`src/rtl/jtkicker_romarb_pkg.sv`:
```
// Shared definitions for the four-slot ROM arbiter: FSM encoding, slot count and miss priority.
package jtkicker_romarb_pkg;

    typedef enum logic [1:0] {
        IDLE = 2'd0,
        REQ  = 2'd1,
        WAIT = 2'd2
    } state_t;

    localparam int NSLOTS = 4;

    // Entry 0 is the highest priority: slot3 > slot2 > slot0 > slot1
    localparam logic [NSLOTS-1:0][1:0] SLOT_PRIO = {2'd1, 2'd0, 2'd2, 2'd3};

    function automatic logic [1:0] pick_slot(input logic [NSLOTS-1:0] miss);
        pick_slot = SLOT_PRIO[0];
        for (int i = NSLOTS - 1; i >= 0; i--) begin
            if (miss[SLOT_PRIO[i]]) pick_slot = SLOT_PRIO[i];
        end
    endfunction

endpackage

```
`src/rtl/jtkicker_romarb_line.sv`:
```
// One-word cache line for a single ROM slot; reports a hit for the current word address.
module jtkicker_romarb_line (
    input  logic        clk,
    input  logic        rst,
    input  logic        clr,
    input  logic        cs,
    input  logic [21:0] word_addr,
    input  logic        fill,
    input  logic [21:0] fill_addr,
    input  logic [15:0] fill_data,
    output logic        ok,
    output logic [15:0] data
);

    logic        valid;
    logic [21:0] addr;

    always_ff @(posedge clk) begin
        if (rst) begin
            valid <= 1'b0;
            addr  <= '0;
            data  <= '0;
        end else if (clr) begin
            valid <= 1'b0;
        end else if (fill) begin
            valid <= 1'b1;
            addr  <= fill_addr;
            data  <= fill_data;
        end
    end

    assign ok = cs & valid & (addr == word_addr);

endmodule

```
`src/rtl/jtkicker_romarb.sv`:
```
// Four-slot ROM arbiter: each slot caches one SDRAM word, misses are served one at a time.
module jtkicker_romarb
    import jtkicker_romarb_pkg::*;
#(
    parameter int          SLOT0_AW     = 13,
    parameter int          SLOT1_AW     = 14,
    parameter int          SLOT2_AW     = 14,
    parameter int          SLOT3_AW     = 16,
    parameter logic [21:0] SLOT0_OFFSET = 22'd0,
    parameter logic [21:0] SLOT1_OFFSET = 22'd0,
    parameter logic [21:0] SLOT2_OFFSET = 22'd0,
    parameter logic [21:0] SLOT3_OFFSET = 22'd0
) (
    input  logic                clk,
    input  logic                rst,
    input  logic                slot0_cs,
    input  logic                slot1_cs,
    input  logic                slot2_cs,
    input  logic                slot3_cs,
    input  logic [SLOT0_AW-1:0] slot0_addr,
    input  logic [SLOT1_AW-1:0] slot1_addr,
    input  logic [SLOT2_AW-1:0] slot2_addr,
    input  logic [SLOT3_AW-1:0] slot3_addr,
    output logic                slot0_ok,
    output logic                slot1_ok,
    output logic                slot2_ok,
    output logic                slot3_ok,
    output logic [15:0]         slot0_dout,
    output logic [15:0]         slot1_dout,
    output logic [7:0]          slot2_dout,
    output logic [7:0]          slot3_dout,
    input  logic                downloading,
    output logic                sdram_req,
    input  logic                sdram_ack,
    input  logic                data_dst,
    input  logic                data_rdy,
    output logic [21:0]         sdram_addr,
    input  logic [15:0]         data_read
);

    state_t                    state, state_nx;
    logic [NSLOTS-1:0][21:0]   wa;
    logic [NSLOTS-1:0][15:0]   line_data;
    logic [NSLOTS-1:0]         cs, ok, miss, fill;
    logic [1:0]                win, winner;

    // Byte-addressed slots drop addr[0]; it only selects the byte on the way out
    always_comb begin
        wa[0] = SLOT0_OFFSET + 22'(slot0_addr);
        wa[1] = SLOT1_OFFSET + 22'(slot1_addr);
        wa[2] = SLOT2_OFFSET + 22'(slot2_addr[SLOT2_AW-1:1]);
        wa[3] = SLOT3_OFFSET + 22'(slot3_addr[SLOT3_AW-1:1]);
    end

    assign cs   = {slot3_cs, slot2_cs, slot1_cs, slot0_cs};
    assign miss = cs & ~ok;
    assign win  = pick_slot(miss);

    always_comb begin
        state_nx = state;
        case (state)
            IDLE:    if (|miss)     state_nx = REQ;
            REQ:     if (sdram_ack) state_nx = WAIT;
            WAIT:    if (data_rdy)  state_nx = IDLE;
            default:                state_nx = IDLE;
        endcase
        if (downloading) state_nx = IDLE;
    end

    always_ff @(posedge clk) begin
        if (rst) state <= IDLE;
        else     state <= state_nx;
    end

    // Winner and address stay latched so a slot changing mid-request cannot disturb the fill
    always_ff @(posedge clk) begin
        if (rst) begin
            sdram_req  <= 1'b0;
            sdram_addr <= '0;
            winner     <= '0;
        end else if (downloading) begin
            sdram_req  <= 1'b0;
        end else begin
            case (state)
                IDLE: if (|miss) begin
                    winner     <= win;
                    sdram_addr <= wa[win];
                    sdram_req  <= 1'b1;
                end
                REQ:  if (sdram_ack) sdram_req <= 1'b0;
                default: ;
            endcase
        end
    end

    for (genvar i = 0; i < NSLOTS; i++) begin : g_line
        assign fill[i] = (state == WAIT) & data_rdy & ~downloading & (winner == 2'(i));

        jtkicker_romarb_line u_line (
            .clk       (clk),
            .rst       (rst),
            .clr       (downloading),
            .cs        (cs[i]),
            .word_addr (wa[i]),
            .fill      (fill[i]),
            .fill_addr (sdram_addr),
            .fill_data (data_read),
            .ok        (ok[i]),
            .data      (line_data[i])
        );
    end

    assign slot0_ok   = ok[0];
    assign slot1_ok   = ok[1];
    assign slot2_ok   = ok[2];
    assign slot3_ok   = ok[3];
    assign slot0_dout = line_data[0];
    assign slot1_dout = line_data[1];
    assign slot2_dout = slot2_addr[0] ? line_data[2][15:8] : line_data[2][7:0];
    assign slot3_dout = slot3_addr[0] ? line_data[3][15:8] : line_data[3][7:0];

endmodule

```
`config.mk`:
```
export PLATFORM = sky130hd
export DESIGN_NAME = jtkicker_romarb
export DESIGN_NICKNAME = d
export VERILOG_FILES = /design/src/rtl/jtkicker_romarb_pkg.sv /design/src/rtl/jtkicker_romarb_line.sv /design/src/rtl/jtkicker_romarb.sv
export SDC_FILE = /design/constraint.sdc
export NUM_CORES = 1
export LEC_CHECK = 0
export ABC_CLOCK_PERIOD_IN_PS = 3850
export CORE_ASPECT_RATIO = 0.75
export CORE_MARGIN = 10
export CORE_UTILIZATION = 55
export CTS_BUF_LIST = sky130_fd_sc_hd__clkbuf_4 sky130_fd_sc_hd__clkbuf_8
export DETAILED_ROUTE_END_ITERATION = 12
export PLACE_DENSITY_LB_ADDON = 0.08
export RECOVER_POWER = 100
export SYNTH_ARGS = -nofsm -noshare
export SYNTH_HDL_FRONTEND = slang
export SYNTH_HIERARCHICAL = 1
export SYNTH_SLANG_ARGS = --single-unit
```
`constraint.sdc`:
```
create_clock -name clk -period 3.85 [get_ports clk]
set_input_delay 0.5775 -clock clk [delete_from_list [all_inputs] [get_ports clk]]
set_output_delay 0.5775 -clock clk [all_outputs]
set_load 0.03 [all_outputs]
```
==> impl_metrics.yaml <==
hold_path:
  min_path_type: "flip-flop to flip-flop"
layout:
  drive_above_1_share: 0.07058
  fill_cells: 1153
  register_area_um2: 3523
  fin_area_um2: 10080
  multi_input_area_um2: 4282
  fin_nets: 1247
  syn_to_final_growth_pct: 26.99
  instances_no_fill: 1371
  num_antenna_cells: 0
drt:
  drc: 0
  drt-initial-drc-count: 758
  wl_per_cell_um: 17.96
  drt_pass1_iterations: 5
  routed_wl_um: 24620
  vias_per_cell: 5.376
  postRouteAntennaNets: 0
  num_vias: 7370
cts:
  postCtsResizedCells: 0
  cts_num_sinks: 176
  cts_hold_buf: 0
  cts_setup_buffers: 0
  clk_pin_slew_ns: 0.08
  clk_latency_ns: 0.47
  clockRootBuffer: "clkbuf_8"
  clockBufferDepth: 2
  htreeDepth: 4
  tritoncts: "yes"
  cts_buffers: 17
yosys:
  synth_flop_cell: "dfxtp_1"
  synthMuxAreaShare: 0.03403
  netlist_instances: 976
  ys_seq_area_frac: 0.4437
  synth_cell_types: 46
  synth_top_cell_by_area: "dfxtp_1"
  synth_edf_count: 0
  synthSimpleGateAreaFrac: 0.2288
  synth_area_leaders: "dfxtp_1 (44%), nand2_1 (15%), a21oi_1 (9.7%)"
  syn-cell-area_um2: 7941
  syn_avg_cell_area_um2: 8.137
  synth-xor-area-share: 0.09705
  synth.top_cell.area_share: 0.4437
  yosys_warnings: 6
  synth_common_cells: "nand2_1 (307), dfxtp_1 (176), a21oi_1 (154)"
  synth_top_family_by_area: "simple AND/OR/NAND/NOR gates"
  synth_seq_cells: 176
  synth_compound_area_frac: 0.1535
  post-synth-top-count-cell: "nand2_1"
  synthArstFlopShare: 0
  synth_fa_ha_area_frac: 0
sta:
  fin_worst_skew_ns: 0.01048
  setup_viol: 0
  finalHoldViolCount: 0
  min_period_ns: 3.712
  fin_setup_tns_ns: 0
  slew_violations: 66
  period_share: 0.9641
  rsz0062_at_grt: "false"
  max_freq_mhz: 269.4
  tightest_slew_ns: 2.821
  slew-limit-headroom: -0.8804
power:
  pwr-share-clk: 0.361
  switching_share: 0.2710
  seqPwrFrac: 0.529
  ir_drop_uv: 210.6
  p_leak_nw: 3.635
  power_frac_comb: 0.110
  p_int_mw: 2.599
  power_mw: 3.565
  switchingPower_mw: 0.9660
  power_per_cell_area_nw_per_um2: 353.5
floorplanning:
  core_um2: 13930
  die_height_um: 124.1
  dieWidth_um: 158.8
  die_area_um2: 19700
  fp-row-count: 37
  pin_count: 158
  start_util: 0.5699
flow_run:
  maxCapViolations: 1
setup_path:
  arrival_ns: 3.13
  cp-start-kind: "primary input"
  end_kind: "output pin"
  crit_fanout: 3
  cp.required_ns: 3.27
  crit_type: "primary input to output pin"
grt:
  antenna_found_initial: 0
  grt_pass1_wl_um: 37800
  grt_max_degree: 66
  grtUsageTotal: 0.2426
  grt_pass1_vias: 6740
  grt-ovfl-total: 0
place:
  place_area_um2: 9771
  gp_congestion: 0.9043
  io_buffers: 149
  placedCellCount: 1340
  dp_hpwl_um: 17950
status:
  status: "complete, but fails checks"
  violations: "max-capacitance violations, max-slew violations"
## power by group through the flow
| stage | sequential [mW] | combinational (mW) | clock, mW |
|---|---|---|---|
| CTS | 1.88 | 0.404 | 1.29 |
| finish | 1.89 | 0.394 | 1.29 |
| global route | 1.89 | 0.416 | 1.36 |
| detailed placement | 1.93 | 0.402 | 0 |
| global placement | 1.93 | 0.400 | 0 |
| floorplan | 1.93 | 0.186 | 0 |
## kinds of logic after synthesis
group,count (synthesis)
multiplexers,25
flip-flops,176
AO/OA/AOI/OAI,199
buffers and inverters,73
XOR/XNOR,88
other,1
AND/OR/NAND/NOR,414
## per-layer routing
| metal | global-route usage | up-vias | wire [µm] |
|---|---|---|---|
| li1 | - | 3572 | - |
| met4 | 0.07809 | 0 | 409 |
| met3 | 0.06198 | 33 | 2466 |
| met5 | 0 | - | 0 |
| met1 | 0.3412 | 3421 | 11330 |
| met2 | 0.3567 | 344 | 10410 |
## per-stage QoR
step	setup WS [ns]	hold slack, ns	util
floorplan	0.7223	0.4329	-
global placement	0.2465	0.4392	0.7012
detailed placement	0.2739	0.4452	0.7012
CTS	0.2458	0.4578	0.7288
global route	0.07706	0.4697	0.7237
finish	0.1381	0.4553	0.7237
## worst max-delay path, cell delays in order
cell and delay (ns):
dlygate4sd3_1 0.60, xor2_1 0.16, nor4_1 0.44, nand4_1 0.22, nor4_2 0.37, clkdlybuf4s50_1 0.77
## sequential cells by signal, indices dropped and copies added (netlist names)
| signal | flops |
|---|---|
| g_line.u_line/addr | 88 |
| g_line.u_line/data | 64 |
| g_line.u_line/valid | 4 |
| sdram_addr | 15 |
| sdram_req | 1 |
| state | 2 |
| winner | 2 |
## area by class of cell
type | count | area share
clock buffers | 18 | 0.02457
inverters | 6 | 0.002233
multi-input cells | 794 | 0.4246
repair buffers | 169 | 0.1614
well taps | 195 | 0.02419
clock inverters | 13 | 0.01365
flip-flops and latches | 176 | 0.3494
## worst paths after layout
path              slack (ns)                      start  depth (start not counted)                  endpoint
setup reg to reg        0.64  g_line[3].u_line/addr[20]                          9             sdram_addr[5]
setup / recovery        0.14             slot3_addr[14]                          6                  slot3_ok
hold / removal          0.46   g_line[0].u_line/data[7]                          2  g_line[0].u_line/data[7]
hold reg to reg         0.46   g_line[0].u_line/data[7]                          2  g_line[0].u_line/data[7]
## placed cells by master, fill, tap and decap left out, drive strengths merged, types with 7 or more instances in the layout
cell,n
nand2,308
dfxtp,176
a21oi,155
clkdlybuf4s50,80
conb,68
dlygate4sd3,68
xnor2,64
xor2,24
nor2,23
clkbuf,22
nor3,18
nand2b,18
nand4,17
buf,17
mux2,16
a221oi,10
mux2i,9
o21a,9
o211ai,9
inv,9
nor4,9
nand3,7
nor2b,7
Note: power is estimated with default switching activity, not from simulation.
